File: src/rtl/qk_score_engine_pkg.sv
// Shared types and sizing helpers for the tiled Q.K^T score engine.
package qk_pkg;

    typedef enum logic [1:0] {
        IDLE = 2'd0,
        MAC  = 2'd1,
        OUT  = 2'd2
    } state_t;

    // Wide enough for any tile/query position comparison in the mask logic.
    typedef logic [15:0] tile_idx_t;

    function automatic int acc_w(input int dw, input int head_dim);
        return 2 * dw + $clog2(head_dim) + 1;
    endfunction

    // Sign-extended most negative value; callers truncate to their own width.
    function automatic logic signed [63:0] mask_val(input int aw);
        logic signed [63:0] v;
        v = {64{1'b1}} << (aw - 1);
        return v;
    endfunction

endpackage

File: src/rtl/qk_score_engine_if.sv
// Job-request and score-stream bundle between operand buffers, engine and softmax.
interface qk_score_engine_if
    import qk_pkg::*;
#(
    parameter int HEAD_DIM = 4,
    parameter int SEQ_LEN  = 8,
    parameter int NUM_Q    = 2,
    parameter int LANES    = 2,
    parameter int DW       = 4,
    parameter int ACC_W    = acc_w(DW, HEAD_DIM)
) ();
    logic                                      start_valid;
    logic                                      start_ready;
    logic                                      causal_en;
    logic [$clog2(SEQ_LEN):0]                  q_offset;
    logic [NUM_Q-1:0][HEAD_DIM-1:0][DW-1:0]    q_mat;
    logic [SEQ_LEN-1:0][HEAD_DIM-1:0][DW-1:0]  k_mat;
    logic                                      score_valid;
    logic                                      score_ready;
    logic [LANES-1:0][ACC_W-1:0]               score_data;
    logic [LANES-1:0]                          score_mask;
    logic [$clog2(NUM_Q):0]                    score_q_idx;
    logic [$clog2(SEQ_LEN):0]                  score_k_base;
    logic                                      score_last;
    logic                                      done;

    modport master (
        output start_valid, causal_en, q_offset, q_mat, k_mat, score_ready,
        input  start_ready, score_valid, score_data, score_mask, score_q_idx,
               score_k_base, score_last, done
    );

    modport slave (
        input  start_valid, causal_en, q_offset, q_mat, k_mat, score_ready,
        output start_ready, score_valid, score_data, score_mask, score_q_idx,
               score_k_base, score_last, done
    );
endinterface

File: src/rtl/qk_score_engine_mac_lane.sv
// One dot-product lane: full-precision signed multiply, sign-extended accumulate.
module qk_mac_lane #(
    parameter int DW    = 4,
    parameter int ACC_W = 11
) (
    input  logic                    clk,
    input  logic                    rst_n,
    input  logic                    clr_first,
    input  logic                    en,
    input  logic signed [DW-1:0]    a,
    input  logic signed [DW-1:0]    b,
    output logic signed [ACC_W-1:0] acc
);
    logic signed [2*DW-1:0]  w_prod;
    logic signed [ACC_W-1:0] w_prod_ext;
    logic signed [ACC_W-1:0] w_base;
    logic signed [ACC_W-1:0] r_acc;

    assign w_prod     = a * b;
    assign w_prod_ext = {{(ACC_W - 2*DW){w_prod[2*DW-1]}}, w_prod};
    assign w_base     = clr_first ? '0 : r_acc;

    always_ff @(posedge clk or negedge rst_n) begin
        if (!rst_n) begin
            r_acc <= '0;
        end else if (en) begin
            r_acc <= w_base + w_prod_ext;
        end
    end

    assign acc = r_acc;
endmodule

File: src/rtl/qk_score_engine.sv
// Tiled multi-query Q.K^T scorer: LANES key rows per tile, optional causal mask,
// tiles streamed over valid/ready.
module qk_score_engine
    import qk_pkg::*;
#(
    parameter int HEAD_DIM = 4,
    parameter int SEQ_LEN  = 8,
    parameter int NUM_Q    = 2,
    parameter int LANES    = 2,
    parameter int DW       = 4,
    parameter int ACC_W    = acc_w(DW, HEAD_DIM)
) (
    input logic              clk,
    input logic              rst_n,
    qk_score_engine_if.slave bus
);
    localparam int QW  = $clog2(NUM_Q) + 1;
    localparam int KW  = $clog2(SEQ_LEN) + 1;
    localparam int DIW = $clog2(HEAD_DIM) + 1;

    localparam logic [1:0] ST_IDLE = IDLE;
    localparam logic [1:0] ST_MAC  = MAC;
    localparam logic [1:0] ST_OUT  = OUT;

    localparam logic [ACC_W-1:0] MASK_VAL = ACC_W'(mask_val(ACC_W));
    localparam logic [KW-1:0]    K_LAST   = KW'(SEQ_LEN - LANES);
    localparam logic [KW-1:0]    K_STEP   = KW'(LANES);
    localparam logic [QW-1:0]    Q_LAST   = QW'(NUM_Q - 1);
    localparam logic [DIW-1:0]   D_LAST   = DIW'(HEAD_DIM - 1);

    logic [1:0]       r_state;
    logic             r_causal;
    logic [KW-1:0]    r_q_off;
    logic [QW-1:0]    r_q_idx;
    logic [KW-1:0]    r_k_base;
    logic [DIW-1:0]   r_d_idx;
    logic [LANES-1:0] r_mask;
    logic             r_done;

    logic             w_start_hs;
    logic             w_at_last;
    logic             w_k_wrap;
    logic [QW-1:0]    w_q_nxt;
    logic [KW-1:0]    w_k_nxt;
    logic [LANES-1:0] w_mask_start;
    logic [LANES-1:0] w_mask_nxt;
    logic             w_mac_en;
    logic             w_clr_first;

    // Lane l of tile (q_idx, k_base) is masked when its key lies after the query position.
    function automatic logic [LANES-1:0] calc_mask(
        input logic          causal,
        input logic [KW-1:0] q_off,
        input logic [QW-1:0] q_idx,
        input logic [KW-1:0] k_base
    );
        tile_idx_t limit;
        calc_mask = '0;
        limit = tile_idx_t'(q_off) + tile_idx_t'(q_idx);
        for (int l = 0; l < LANES; l++) begin
            calc_mask[l] = causal && ((tile_idx_t'(k_base) + tile_idx_t'(l)) > limit);
        end
    endfunction

    assign w_start_hs   = bus.start_valid && bus.start_ready;
    assign w_k_wrap     = (r_k_base == K_LAST);
    assign w_at_last    = w_k_wrap && (r_q_idx == Q_LAST);
    assign w_q_nxt      = w_k_wrap ? r_q_idx + 1'b1 : r_q_idx;
    assign w_k_nxt      = w_k_wrap ? '0 : r_k_base + K_STEP;
    assign w_mask_start = calc_mask(bus.causal_en, bus.q_offset, '0, '0);
    assign w_mask_nxt   = calc_mask(r_causal, r_q_off, w_q_nxt, w_k_nxt);
    assign w_mac_en     = (r_state == ST_MAC);
    assign w_clr_first  = (r_d_idx == '0);

    always_ff @(posedge clk or negedge rst_n) begin
        if (!rst_n) begin
            r_state  <= ST_IDLE;
            r_causal <= 1'b0;
            r_q_off  <= '0;
            r_q_idx  <= '0;
            r_k_base <= '0;
            r_d_idx  <= '0;
            r_mask   <= '0;
            r_done   <= 1'b0;
        end else begin
            r_done <= 1'b0;
            case (r_state)
                ST_IDLE: begin
                    if (w_start_hs) begin
                        r_causal <= bus.causal_en;
                        r_q_off  <= bus.q_offset;
                        r_q_idx  <= '0;
                        r_k_base <= '0;
                        r_d_idx  <= '0;
                        r_mask   <= w_mask_start;
                        r_state  <= (&w_mask_start) ? ST_OUT : ST_MAC;
                    end
                end
                ST_MAC: begin
                    if (r_d_idx == D_LAST) begin
                        r_d_idx <= '0;
                        r_state <= ST_OUT;
                    end else begin
                        r_d_idx <= r_d_idx + 1'b1;
                    end
                end
                ST_OUT: begin
                    if (bus.score_ready) begin
                        if (w_at_last) begin
                            r_q_idx  <= '0;
                            r_k_base <= '0;
                            r_done   <= 1'b1;
                            r_state  <= ST_IDLE;
                        end else begin
                            r_q_idx  <= w_q_nxt;
                            r_k_base <= w_k_nxt;
                            r_mask   <= w_mask_nxt;
                            // A fully masked tile needs no MAC pass.
                            r_state  <= (&w_mask_nxt) ? ST_OUT : ST_MAC;
                        end
                    end
                end
                default: r_state <= ST_IDLE;
            endcase
        end
    end

    genvar gi;
    generate
        for (gi = 0; gi < LANES; gi++) begin : g_lane
            logic [KW-1:0]           w_k_row;
            logic signed [ACC_W-1:0] w_acc;

            assign w_k_row = r_k_base + KW'(gi);

            qk_mac_lane #(
                .DW    (DW),
                .ACC_W (ACC_W)
            ) u_lane (
                .clk       (clk),
                .rst_n     (rst_n),
                .clr_first (w_clr_first),
                .en        (w_mac_en),
                .a         ($signed(bus.q_mat[r_q_idx][r_d_idx])),
                .b         ($signed(bus.k_mat[w_k_row][r_d_idx])),
                .acc       (w_acc)
            );

            // Accumulators hold still outside MAC, so the muxed output is stable in OUT.
            assign bus.score_data[gi] = r_mask[gi] ? MASK_VAL : w_acc;
        end
    endgenerate

    assign bus.start_ready  = (r_state == ST_IDLE) && !r_done;
    assign bus.score_valid  = (r_state == ST_OUT);
    assign bus.score_mask   = r_mask;
    assign bus.score_q_idx  = r_q_idx;
    assign bus.score_k_base = r_k_base;
    assign bus.score_last   = (r_state == ST_OUT) && w_at_last;
    assign bus.done         = r_done;
endmodule
File: src/flat_wrapper.sv
// flat-port wrapper written by rule: the top's interface ports become plain ports
module qk_score_engine_flat import qk_pkg::*;
#(
    parameter int HEAD_DIM = 4,
    parameter int SEQ_LEN  = 8,
    parameter int NUM_Q    = 2,
    parameter int LANES    = 2,
    parameter int DW       = 4,
    parameter int ACC_W    = acc_w(DW, HEAD_DIM)
)
  (clk, rst_n, bus_start_valid, bus_causal_en, bus_q_offset, bus_q_mat, bus_k_mat, bus_score_ready, bus_start_ready, bus_score_valid, bus_score_data, bus_score_mask, bus_score_q_idx, bus_score_k_base, bus_score_last, bus_done);
  qk_score_engine_if #(.HEAD_DIM(HEAD_DIM), .SEQ_LEN(SEQ_LEN), .NUM_Q(NUM_Q), .LANES(LANES), .DW(DW), .ACC_W(ACC_W)) bus_i ();
  input logic clk;
  input logic rst_n;
  input wire logic [$bits(bus_i.start_valid)-1:0] bus_start_valid;
  input wire logic [$bits(bus_i.causal_en)-1:0] bus_causal_en;
  input wire logic [$bits(bus_i.q_offset)-1:0] bus_q_offset;
  input wire logic [$bits(bus_i.q_mat)-1:0] bus_q_mat;
  input wire logic [$bits(bus_i.k_mat)-1:0] bus_k_mat;
  input wire logic [$bits(bus_i.score_ready)-1:0] bus_score_ready;
  output wire logic [$bits(bus_i.start_ready)-1:0] bus_start_ready;
  output wire logic [$bits(bus_i.score_valid)-1:0] bus_score_valid;
  output wire logic [$bits(bus_i.score_data)-1:0] bus_score_data;
  output wire logic [$bits(bus_i.score_mask)-1:0] bus_score_mask;
  output wire logic [$bits(bus_i.score_q_idx)-1:0] bus_score_q_idx;
  output wire logic [$bits(bus_i.score_k_base)-1:0] bus_score_k_base;
  output wire logic [$bits(bus_i.score_last)-1:0] bus_score_last;
  output wire logic [$bits(bus_i.done)-1:0] bus_done;
  assign bus_i.start_valid = bus_start_valid;
  assign bus_i.causal_en = bus_causal_en;
  assign bus_i.q_offset = bus_q_offset;
  assign bus_i.q_mat = bus_q_mat;
  assign bus_i.k_mat = bus_k_mat;
  assign bus_i.score_ready = bus_score_ready;
  assign bus_start_ready = bus_i.start_ready;
  assign bus_score_valid = bus_i.score_valid;
  assign bus_score_data = bus_i.score_data;
  assign bus_score_mask = bus_i.score_mask;
  assign bus_score_q_idx = bus_i.score_q_idx;
  assign bus_score_k_base = bus_i.score_k_base;
  assign bus_score_last = bus_i.score_last;
  assign bus_done = bus_i.done;
  qk_score_engine #(.HEAD_DIM(HEAD_DIM), .SEQ_LEN(SEQ_LEN), .NUM_Q(NUM_Q), .LANES(LANES), .DW(DW), .ACC_W(ACC_W)) u_core (.clk(clk), .rst_n(rst_n), .bus(bus_i));
endmodule
File: config.mk
export PLATFORM = sky130hd
export DESIGN_NAME = qk_score_engine_flat
export DESIGN_NICKNAME = d
export VERILOG_FILES = /design/src/rtl/qk_score_engine_pkg.sv /design/src/rtl/qk_score_engine_if.sv /design/src/rtl/qk_score_engine_mac_lane.sv /design/src/rtl/qk_score_engine.sv /design/src/flat_wrapper.sv
export SDC_FILE = /design/constraint.sdc
export NUM_CORES = 1
export LEC_CHECK = 0
export CORE_MARGIN = 2
export CORE_UTILIZATION = 40
export DETAILED_ROUTE_END_ITERATION = 7
export PLACE_DENSITY = 0.82
export SLEW_MARGIN = 20
export SYNTH_ARGS = -nofsm -noshare
export SYNTH_HDL_FRONTEND = slang
export SYNTH_SLANG_ARGS = --single-unit
File: constraint.sdc
create_clock -name clk -period 7.6 [get_ports clk]
set_input_delay 1.9 -clock clk [delete_from_list [all_inputs] [get_ports clk]]
set_output_delay 1.9 -clock clk [all_outputs]
set_load 0.005 [all_outputs]
Word level (Yosys, flattened, before mapping):

Index checks and enable logic that the tools add are counted.

* bits in latches: 0
* input port bits: 169
* logic and storage cells: 100
* bits in registers: 41
* memories: 0
* memory bits (read-only): 0
* RAM bits: 0

* multipliers: 2
* $lt $le $gt $ge: 8
* $add $sub $neg: 8
* muxes and demuxes: 43
* divide/modulo/power cells: 0
* equality and inequality tests: 9
* bitwise logic cells: 0
* reductions and logical operators: 20
* shifts and indexed selects: 0

Operators with widths (count)
* $bmux W16 S3: 2
* $mux W16: 4
* $mux W11: 4
* $mux W4: 7
* $mux W2: 13
* $bmux W4 S2: 3
* $add A11 B8 Y11: 2
* $gt A16 B16 Y1: 1
* $gt A4 B16 Y1: 1
* $mul A4 B4 Y8: 2
* $gt A1 B4 Y1 const A: 2
* $logic_and A1 B1 Y1: 8
* $lt A4 B4 Y1 const B: 2
* $pmux W2 S2: 2
* $pmux W4 S2: 1
* $reduce_and A2 Y1: 4
* $mux W3: 2
* $pmux W2 S3: 1
* $pmux W3 S2: 1
* $reduce_and A3 Y1: 2
* $add A4 B1 Y5 const B: 1
* $add A4 B2 Y5: 1
* $add A4 B1 Y4 const B: 1
* $add A4 B2 Y4 const B: 1
* other kinds (16): 22

Longest topological paths before layout:

Gate-level depths: netlist of run 1.

* word-level depth: 10
* depth in mapped cells: 28
* depth with buffers taken out: 21

Modules after synthesis:

Synthesis of run 1 repeated with hierarchy kept, for this count alone.

* cell total of the unflattened synthesis: 684
* area total of the unflattened synthesis: 7095.6 um^2

By module, submodules not included
* qk_score_engine: seq. area each 475.5 um^2, times used 1, area each 3737.3 um^2, cells an instance 324
* qk_mac_lane: seq. area each 275.3 um^2, times used 2, area each 1679.1 um^2, cells an instance 180

Worst setup path before layout of run 1:

Ideal clock, no wire load.

* kind: flip-flop to flip-flop
* start: register u_core.r_k_base[0], in the netlist u_core.bus.score_k_base[0]
* end: register u_core.g_lane[1].u_lane.r_acc[10]
* cell stages (with the launch flop): 25
* setup time: 130 ps
* path buffers: 7
* data arrival time: 7468 ps
* path slack: 2 ps
* period minus slack after synthesis: 7598 ps
* path through: dfrtp_1 buf_2 buf_6 buf_2 clkbuf_1 clkbuf_1 inv_1 ha_1 clkbuf_1 clkbuf_1 mux4_2 mux4_2 mux2i_1 nand2b_1 fa_1 fa_1 fa_1 fa_1 nor2b_1 o21ai_0 a21o_1 a31oi_1 nor4_1 or4_1 nand3b_1

* word-level cells in the longest chain between the ends: 7

RTL lines
* from (decl): line qk_score_engine.sv:35 `logic [KW-1:0] r_k_base;`
* from (signal assigned): line qk_score_engine.sv:116 `r_k_base <= w_k_nxt;`
* $add A4 B1 Y4: line qk_score_engine.sv:134 `assign w_k_row = r_k_base + KW'(gi);`
* $bmux W16 S3: line qk_score_engine.sv:145 `.b ($signed(bus.k_mat[w_k_row][r_d_idx])),`
* $mux W16 (implied by the code): line qk_score_engine.sv:145
* $bmux W4 S2: line qk_score_engine.sv:145
* $mux W4 (implied by the code): line qk_score_engine.sv:145
* $mul A4 B4 Y8: line qk_score_engine_mac_lane.sv:19 `assign w_prod = a * b;`
* $add A11 B8 Y11: line qk_score_engine_mac_lane.sv:27 `r_acc <= w_base + w_prod_ext;`
* to (signal assigned): line qk_score_engine_mac_lane.sv:27
* to (decl): line qk_score_engine_mac_lane.sv:17 `logic signed [ACC_W-1:0] r_acc;`

Every way passes these cells. The select of a mux whose other input is x is not followed.
A chain may end at the register's enable or synchronous reset.

Worst setup path in the final report of run 1:

* start: input port bus_k_mat[19]
* end: register u_core.g_lane[1].u_lane.r_acc[10]

* word-level cells in the longest chain between the ends: 6

RTL lines
* from (decl): line flat_wrapper.sv:19 `input wire logic [$bits(bus_i.k_mat)-1:0] bus_k_mat;`
* $bmux W16 S3: line qk_score_engine.sv:145
* $mux W16 (implied by the code): line qk_score_engine.sv:145
* $bmux W4 S2: line qk_score_engine.sv:145
* $mux W4 (implied by the code): line qk_score_engine.sv:145
* $mul A4 B4 Y8: line qk_score_engine_mac_lane.sv:19
* $add A11 B8 Y11: line qk_score_engine_mac_lane.sv:27

Every way passes these cells. The select of a mux whose other input is x is not followed.

==> results of run 1 <==
[metrics by stage]
stage | setup WS [ns] | hold slack (ns) | utilization | cells | area, µm²
after CTS | 0.488 | 0.491 | 0.547 | 1087 | 9360
after global placement | 0.308 | 0.472 | 0.538 | 1079 | 9210
after floorplan | 0.00218 | 0.445 | - | 667 | 6910
after detailed placement | 0.196 | 0.477 | 0.538 | 1079 | 9210
final | 0.518 | 0.489 | 0.547 | 1087 | 9360
after global routing | 0.216 | 0.540 | 0.547 | 1087 | 9360
[final cells by class]
type                            instances  area [µm²]  share of cell area
Clock buffer                            6         139              0.0148
Clock inverter                          2        13.8             0.00147
Inverter                               89         335              0.0358
Multi-Input combinational cell        504        5410               0.578
Sequential cell                        41        1030               0.110
Tap cell                              225         282              0.0301
Timing Repair Buffer                  220        2150               0.230
[cells in the final DEF (no fill, tap or decap), types with 7 or more instances in the layout]
cell,netlist,layout
nand2_1,72,72
o21ai_0,30,30
fa_1,41,41
dfrtp_1,41,39
xnor2_1,19,19
nor3_1,7,7
nand3_1,10,10
nor2_1,26,26
clkdlybuf4s50_1,0,201
buf_4,0,18
mux4_2,88,88
a21oi_1,15,15
mux2i_1,13,13
inv_1,86,86
ha_1,64,64
nor2b_1,32,32
and2_1,19,19
nor4_1,7,7
[critical path, cell delays in order]
cell,delay (ns)
clkdlybuf4s50_1,0.43
mux4_2,0.48
mux4_2,0.47
mux2i_1,0.22
buf_4,0.19
nand2b_1,0.15
fa_1,0.43
fa_1,0.52
fa_1,0.54
fa_1,0.47
nor2b_1,0.12
o21ai_0,0.13
a21o_1,0.24
a31oi_1,0.19
buf_4,0.16
nor4_1,0.04
or4_1,0.38
nand3b_1,0.17
[cell families after synthesis]
group / count (synthesis) / synth area share
simple gates: 202 / 0.147
buf+inv: 122 / 0.0685
fa+ha+maj: 105 / 0.235
flops: 41 / 0.149
compound gates: 70 / 0.0598
xor+xnor: 25 / 0.0328
mux: 102 / 0.309
[per-layer routing]
layer  GRT usage  wire (µm)  vias to the layer above
met1       0.267       7630                     2892
met5           0          0                        -
met4      0.0764        609                        0
met3      0.0486       1030                       48
met2       0.391       9810                      198
li1            -          -                     2768
[registers in the layout, indices dropped and copies added (netlist names)]
register / count
u_core.bus.score_k_base: 4
u_core.r_d_idx: 3
u_core.bus.score_q_idx: 2
u_core.bus.score_mask: 2
u_core.r_state: 2
u_core.bus.done: 1
u_core.r_q_off: 4
u_core.r_causal: 1
u_core.g_lane.u_lane.acc: 22
[path summary, 6_finish.rpt]
| path | start | endpoint | slack, ns |
|---|---|---|---|
| worst min register to register | u_core.r_q_off[0] | u_core.r_q_off[0] | 0.49 |
| worst min-delay path | u_core.r_q_off[0] | u_core.r_q_off[0] | 0.49 |
| worst max-delay path | bus_k_mat[19] | u_core.g_lane[1].u_lane.acc[10] | 0.52 |
| worst max register to register | u_core.bus.score_k_base[0] | u_core.g_lane[1].u_lane.acc[10] | 0.99 |
| max in group asynchronous | rst_n | u_core.bus.score_k_base[0] | 5.14 |
| min in group asynchronous | rst_n | u_core.g_lane[0].u_lane.acc[9] | 1.76 |
==> out/results.tsv, run 1 <==
stage	metric	value	unit
status	status	completed	
worst_setup_path	critical path class	input pin to flip-flop	
synthesis	syn_area_per_cell	10.4	µm²
finish	Area Overhead vs Synth	35.5	%
worst_setup_path	reg2reg path depth	20	
sta	Max Transition Viols Final	0	
place	GPL Wtd Cong	0.877	
place	Port-buffer cells	202	
worst_setup_path	critical path peak fanout	5	
synthesis	Synth Register Bits	41	
sta	final worst path period share	0.932	
cts	Post-CTS Setup Bufs	0	
global_route	first-pass GRT wire length	31.9	mm
synthesis	Post-synth EDFFs	0	
global_route	vias in the first global route	6468	
cts	maximum buffer depth of the clock tree	2	
sta	final hold viol count	0	
synthesis	most common cell in the netlist	mux4_2	
synthesis	synth cell count leaders	mux4_2 (88), inv_1 (86), nand2_1 (72)	
floorplan	Ports	203	
cts	quantity of gates resized following cts	0	
sta	Fin Setup TNS	0	ns
floorplan	die span in y	135	µm
cts	CTS tree	done	
drt	DRT Wirelength	19.1	mm
worst_setup_path	worst path arrival time	7.24	ns
drt	1st-iter DRT viols	299	
drt	via count	5906	
cts	Hold-fix buffers, CTS	0	
cts	Clk pin slew, worst setup/hold paths	0.06	ns
global_route	Overall Global Routing Usage	0.221	
min_path	Hold Path Stages	2	
finish	fill cell count	1499	
sta	Fmax achieved	0.141	GHz
min_path	Worst Hold Class	flip-flop to flip-flop	
synthesis	top cell type's share of synthesized area	0.287	
global_route	antenna violations before repair	0	
worst_setup_path	critical path startpoint category	input pin	
cts	CTS Buf Count	5	
synthesis	Synth area leaders	mux4_2 (29%), dfrtp_1 (15%), fa_1 (12%), ha_1 (12%), inv_1 (4.7%)	
job	MaxCap Viol Count	0	
cts	clk sinks	41	
global_route	pin count of the biggest net entering global routing	42	
drt	Via density	5.43	
sta	final setup vio count	0	
synthesis	Yosys top cell by area	mux4_2	
floorplan	die width	135	µm
finish	Antenna diodes	0	
drt	DR DRC count	0	
floorplan	Die ar.	18300	µm²
synthesis	synth unique cells	47	
synthesis	Seq/Total Area, Yosys	0.149	
finish	fraction of layout cells with a size suffix above 1	0.147	
drt	antenna-violating nets left	0	
sta	clk_skew	0.00457	ns
floorplan	# rows	48	
worst_setup_path	Critical Path RT	7.76	ns
sta	RSZ-0062 raised after global routing	no	
cts	CTS root buf	clkbuf_16	
cts	H-tree Lvls	2	
sta	fin crit period	7.08	ns
global_route	global route overflow	0	
synthesis	Async SR Flop Fraction	1.00	
floorplan	starting density of the core	0.404	
drt	Wirelength per Cell	17.5	µm
sta	Rel. slew slack	0.361	
drt	1st-pass router iterations	4	
synthesis	Post-Syn Nets	941	
floorplan	core box area	17100	µm²
synthesis	Ys Warns	0	
worst_setup_path	endpoint type of the worst setup path	flip-flop	
synthesis	prevailing post-synth register cell	dfrtp_1	
synthesis	Syn Inst Count	667	
cts	worst skew pair latency	0.29	ns
finish	nets	1135	
sta	Slew @ Worst Pin	0.959	ns
place	dpl hpwl	16.1	mm
synthesis	Synth Cell Area	6910	µm²
Power of run 1 is left out: the tool's default activity adds up to more than one toggle a clock period on the data nets, which glitch-free logic cannot reach.
==> inputs of run 2 (changes only) <==
--- a/config.mk
+++ b/config.mk
@@ -5,10 +5,12 @@
 export SDC_FILE = /design/constraint.sdc
 export NUM_CORES = 1
 export LEC_CHECK = 0
+export CELL_PAD_IN_SITES_DETAIL_PLACEMENT = 1
+export CELL_PAD_IN_SITES_GLOBAL_PLACEMENT = 1
 export CORE_MARGIN = 2
-export CORE_UTILIZATION = 40
+export CORE_UTILIZATION = 34
 export DETAILED_ROUTE_END_ITERATION = 7
-export PLACE_DENSITY = 0.82
+export PLACE_DENSITY = 0.89
 export SLEW_MARGIN = 20
 export SYNTH_ARGS = -nofsm -noshare
 export SYNTH_HDL_FRONTEND = slang
==> out/results.tsv, run 2 (same netlist as run 1, synthesis figures left out) <==
stage	metric	value	unit	change
cts	Hold-fix buffers, CTS	0		unchanged
drt	via count	6216		+5.2%
finish	Area Overhead vs Synth	36.7	%	
cts	clk sinks	41		unchanged
worst_setup_path	reg2reg path depth	17		-15%
worst_setup_path	critical path startpoint category	input pin		
worst_setup_path	endpoint type of the worst setup path	flip-flop		
floorplan	die width	147	µm	+8.2%
floorplan	Ports	203		unchanged
global_route	pin count of the biggest net entering global routing	42		unchanged
worst_setup_path	crit path capture	u_core.g_lane[1].u_lane.acc[10]		
sta	Rel. slew slack	0.300		-0.0613
drt	DRT Wirelength	24.5	mm	+28%
sta	Max Transition Viols Final	0		unchanged
global_route	antenna violations before repair	0		unchanged
global_route	Overall Global Routing Usage	0.232		+0.0105
worst_setup_path	Cell Chain, Critical Path	clkdlybuf4s50_1, mux4_2, mux4_2, mux2i_1, buf_4, nor2_1, fa_1, fa_1, fa_1, ha_1, nor2b_1, o21ai_0, a21o_1, a31o_2, nor4_1, or4_1, nand3b_1		
finish	fraction of layout cells with a size suffix above 1	0.149		+0.00197
drt	antenna-violating nets left	0		unchanged
cts	quantity of gates resized following cts	0		unchanged
sta	final worst path period share	0.953		+0.0208
drt	1st-iter DRT viols	271		-9.4%
min_path	Worst Hold Class	flip-flop to flip-flop		
cts	H-tree Lvls	2		unchanged
drt	DR DRC count	0		unchanged
finish	commonest non-fill, non-tap cell in the layout	clkdlybuf4s50_1		
place	dpl hpwl	20.4	mm	+26%
job	MaxCap Viol Count	0		unchanged
floorplan	Die ar.	21500	µm²	+17%
cts	worst skew pair latency	0.29	ns	about the same
cts	CTS root buf	clkbuf_16		
worst_setup_path	Top cell by count, worst path	fa_1		
drt	1st-pass router iterations	4		unchanged
cts	CTS tree	done		
status	status	completed		
finish	most frequent cells in the layout	clkdlybuf4s50_1 (201), mux4_2 (88), inv_1 (86)		
place	GPL Wtd Cong	0.877		about the same
drt	Via density	5.48		+0.89%
sta	RSZ-0062 raised after global routing	no		
sta	final setup vio count	0		unchanged
cts	Clk pin slew, worst setup/hold paths	0.06	ns	about the same
worst_setup_path	critical path class	input pin to flip-flop		
cts	maximum buffer depth of the clock tree	2		unchanged
worst_setup_path	slowest stage delay, CP	0.54	ns	about the same
worst_setup_path	CP max stage cell	fa_1		
finish	fill cell count	2215		+48%
floorplan	starting density of the core	0.344		-0.0600
cts	CTS Buf Count	5		unchanged
worst_setup_path	Critical Path RT	7.76	ns	about the same
worst_setup_path	critical path peak fanout	4		-1
global_route	vias in the first global route	7143		+10%
sta	Fin Setup TNS	0	ns	unchanged
finish	nets	1137		+0.18%
floorplan	die span in y	147	µm	+8.2%
sta	fin crit period	7.24	ns	+0.158 ns
worst_setup_path	Reg2Reg Launch Point	u_core.bus.score_k_base[0]		
sta	Fmax achieved	0.138	GHz	-2.2%
global_route	first-pass GRT wire length	39.1	mm	+23%
sta	Slew @ Worst Pin	1.05	ns	+0.0920 ns
sta	clk_skew	0.00377	ns	-0.000800 ns
finish	Largest register FFs	22		unchanged
finish	Antenna diodes	0		unchanged
drt	Wirelength per Cell	21.6	µm	+23%
global_route	global route overflow	0		unchanged
place	Port-buffer cells	202		unchanged
sta	final hold viol count	0		unchanged
cts	Post-CTS Setup Bufs	0		unchanged
floorplan	# rows	52		+8.3%
worst_setup_path	crit path from	bus_k_mat[93]		
worst_setup_path	Reg2Reg Setup Slack	0.89	ns	-0.10 ns
worst_setup_path	worst path arrival time	7.40	ns	+0.16 ns
floorplan	core box area	20100	µm²	+17%
worst_setup_path	Reg-to-Reg End	u_core.g_lane[1].u_lane.acc[10]		
## run 2: worst min path at each step
stage	start	to	depth (start not counted)
detailed placement	u_core.g_lane[1].u_lane.acc[0]	u_core.g_lane[1].u_lane.acc[0]	2
global placement	u_core.r_q_off[0]	u_core.r_q_off[0]	2
CTS	u_core.r_q_off[0]	u_core.r_q_off[0]	2
global route	u_core.r_q_off[0]	u_core.r_q_off[0]	2
floorplan	u_core.g_lane[1].u_lane.acc[6]	u_core.g_lane[1].u_lane.acc[6]	2
finish	u_core.r_q_off[0]	u_core.r_q_off[0]	2
## run 2: critical path: cells and delay by family
kind                       cells  cell delay, ns
and+or+nand+nor                5            1.04
buffers and inverters          2            0.67
adders and majority gates      4            1.93
muxes                          3            1.13
AOI/OAI and AO/OA              3            0.73
## run 2: metal layers
metal	share of wire	track usage
met5	0	0
met4	0.025	0.0568
met1	0.40	0.276
met3	0.041	0.0369
met2	0.54	0.435
## run 2: area by class of cell
class / instances / area, µm² / area share
Inverter: 89 / 335 / 0.0355
Multi-Input combinational cell: 504 / 5410 / 0.573
Tap cell: 270 / 338 / 0.0358
Clock inverter: 1 / 8.76 / 0.000928
Clock buffer: 7 / 153 / 0.0162
Sequential cell: 41 / 1030 / 0.109
Timing Repair Buffer: 222 / 2170 / 0.230
## run 2: metrics by stage
stage / hold slack, ns / instance area [µm²] / std cells / setup slack [ns] / utilization
after floorplan: 0.445 / 6910 / 667 / 0.00218 / -
after global placement: 0.471 / 9280 / 1126 / 0.331 / 0.462
after detailed placement: 0.481 / 9280 / 1126 / 0.197 / 0.462
after CTS: 0.497 / 9440 / 1134 / 0.388 / 0.470
after global routing: 0.533 / 9440 / 1134 / 0.178 / 0.470
final: 0.489 / 9440 / 1134 / 0.360 / 0.470
Power of run 2 is left out for the same reason.
==> inputs of run 3 (changes only) <==
--- a/config.mk
+++ b/config.mk
@@ -8,9 +8,9 @@
 export CELL_PAD_IN_SITES_DETAIL_PLACEMENT = 1
 export CELL_PAD_IN_SITES_GLOBAL_PLACEMENT = 1
 export CORE_MARGIN = 2
-export CORE_UTILIZATION = 34
+export CORE_UTILIZATION = 38
 export DETAILED_ROUTE_END_ITERATION = 7
-export PLACE_DENSITY = 0.89
+export PLACE_DENSITY = 0.94
 export SLEW_MARGIN = 20
 export SYNTH_ARGS = -nofsm -noshare
 export SYNTH_HDL_FRONTEND = slang
==> constraint.sdc (replaced) <==
create_clock -name clk -period 8.1 [get_ports clk]
set_input_delay 2.025 -clock clk [delete_from_list [all_inputs] [get_ports clk]]
set_output_delay 2.025 -clock clk [all_outputs]
set_load 0.005 [all_outputs]
==> out/results.tsv, run 3 (same netlist as run 1, synthesis figures left out) <==
stage	metric	value	unit	change
drt	1st-pass router iterations	4		unchanged
finish	commonest non-fill, non-tap cell in the layout	clkdlybuf4s50_1		
cts	CTS Buf Count	5		unchanged
place	GPL Wtd Cong	0.855		-2.5%
cts	H-tree Lvls	2		unchanged
finish	nets	1127		-0.88%
worst_setup_path	Crit. path cell count	16		-1
drt	Wirelength per Cell	22.1	µm	+2.1%
floorplan	starting density of the core	0.386		+0.0423
floorplan	Die ar.	19300	µm²	-10%
cts	worst skew pair latency	0.30	ns	about the same
sta	Slew @ Worst Pin	1.07	ns	+0.0190 ns
sta	final hold viol count	0		unchanged
worst_setup_path	Top cell by count, worst path	fa_1		
sta	Fin Setup TNS	0	ns	unchanged
global_route	pin count of the biggest net entering global routing	42		unchanged
sta	RSZ-0062 raised after global routing	no		
worst_setup_path	reg2reg path depth	18		+1
job	MaxCap Viol Count	0		unchanged
worst_setup_path	critical path peak fanout	5		+1
global_route	vias in the first global route	7235		+1.3%
worst_setup_path	Critical Path RT	8.27	ns	+0.51 ns
cts	CTS tree	done		
drt	via count	6253		+0.60%
global_route	antenna violations before repair	1		+1
worst_setup_path	endpoint type of the worst setup path	flip-flop		
global_route	first-pass GRT wire length	38.7	mm	-1.1%
place	Port-buffer cells	202		unchanged
finish	Cell Count, Final, Fillers Out	1084		-4.4%
sta	Max Transition Viols Final	0		unchanged
cts	quantity of gates resized following cts	0		unchanged
min_path	Worst Hold Class	flip-flop to flip-flop		
cts	Hold-fix buffers, CTS	0		unchanged
worst_setup_path	Largest delay share family, worst path	adder cells		
status	status	completed		
drt	DR DRC count	0		unchanged
worst_setup_path	WP buf/inv	1		-1
sta	fin crit period	7.59	ns	
finish	most frequent cells in the layout	clkdlybuf4s50_1 (201), mux4_2 (88), inv_1 (86)		
worst_setup_path	worst path arrival time	7.76	ns	+0.36 ns
sta	clk_skew	0.00704	ns	+0.00327 ns
drt	Via density	5.77		+5.2%
cts	clk sinks	41		unchanged
finish	Area Overhead vs Synth	34.7	%	
worst_setup_path	slowest stage delay, CP	0.55	ns	about the same
floorplan	# rows	49		-5.8%
floorplan	core box area	17900	µm²	-11%
floorplan	die width	139	µm	-5.3%
drt	1st-iter DRT viols	302		+11%
drt	antenna-violating nets left	0		unchanged
min_path	Hold Path Stages	2		unchanged
finish	Largest register FFs	22		unchanged
cts	maximum buffer depth of the clock tree	2		unchanged
sta	final worst path period share	0.937		
worst_setup_path	Cell Chain, Critical Path	clkdlybuf4s50_1, mux4_2, mux4_2, mux2i_1, or2_1, fa_1, fa_1, fa_1, fa_1, nor2b_1, o21ai_0, a21o_1, a31oi_1, nor4_1, or4_1, nand3b_1		
finish	fraction of layout cells with a size suffix above 1	0.139		-0.00996
sta	Fmax achieved	0.132	GHz	
cts	Clk pin slew, worst setup/hold paths	0.07	ns	about the same
place	dpl hpwl	19.8	mm	-2.6%
global_route	global route overflow	0		unchanged
worst_setup_path	critical path class	input pin to flip-flop		
cts	CTS root buf	clkbuf_16		
cts	Post-CTS Setup Bufs	0		unchanged
sta	Rel. slew slack	0.287		-0.0127
worst_setup_path	critical path startpoint category	input pin		
floorplan	die span in y	139	µm	-5.3%
worst_setup_path	CP max stage cell	fa_1		
sta	final setup vio count	0		unchanged
place	Inst Count DP	1075		-4.5%
drt	DRT Wirelength	23.9	mm	-2.4%
floorplan	Ports	203		unchanged
global_route	Overall Global Routing Usage	0.253		+0.0210
## run 3: cell types whose count changed in the layout (fill, tap and decap cells not counted), sizes merged
cell / before / now
buf: 21 / 11
clkbuf: 7 / 5
clkinv: 1 / 2
clkinvlp: 0 / 1
diode: 0 / 1
## run 3: cell type report
type / instances / area, µm²
Clock buffer: 5 / 125
Multi-Input combinational cell: 504 / 5410
Clock inverter: 3 / 25.0
Tap cell: 229 / 287
Antenna cell: 1 / 2.50
Timing Repair Buffer: 212 / 2090
Inverter: 89 / 335
Fill cell: 1940 / 8600
Sequential cell: 41 / 1030
## run 3: worst reg2reg max path, delay by kind of cell, from the launching register on
kind                     cells  cell delay, ns
adder cells (fa/ha/maj)      5            2.31
AO/OA/AOI/OAI                3            0.66
AND/OR/NAND/NOR              5            1.14
flip-flops                   1            0.78
buffers and inverters        2            0.59
multiplexers                 3            1.40
## run 3: path summary, 6_finish.rpt
kind	end	from	slack, ns
max	u_core.g_lane[1].u_lane.acc[10]	bus_k_mat[102]	0.51
min	u_core.r_q_off[0]	u_core.r_q_off[0]	0.50
max reg2reg	u_core.g_lane[1].u_lane.acc[10]	u_core.bus.score_k_base[0]	1.07
min reg2reg	u_core.r_q_off[0]	u_core.r_q_off[0]	0.50
max in group asynchronous	u_core.bus.score_k_base[0]	rst_n	5.47
min in group asynchronous	u_core.g_lane[0].u_lane.acc[10]	rst_n	1.88
## run 3: per-layer routing
| metal | share of wire | wire length (µm) | vias up | global-route usage |
|---|---|---|---|---|
| li1 | - | - | 2751 | - |
| met1 | 0.38 | 9170 | 3206 | 0.294 |
| met2 | 0.54 | 12900 | 229 | 0.474 |
| met3 | 0.041 | 984 | 67 | 0.0376 |
| met4 | 0.037 | 893 | 0 | 0.0845 |
| met5 | 0 | 0 | - | 0 |
## run 3: through the flow
step	hold slack [ns]	worst slack [ns]	util	cell area, µm²
5_1_grt	0.535	0.344	0.520	9310
2_1_floorplan	0.445	0.502	-	6910
3_3_place_gp	0.468	0.444	0.511	9150
3_5_place_dp	0.493	0.273	0.511	9150
6_report	0.499	0.508	0.520	9310
4_1_cts	0.508	0.567	0.520	9300
Power of run 3 is left out for the same reason.
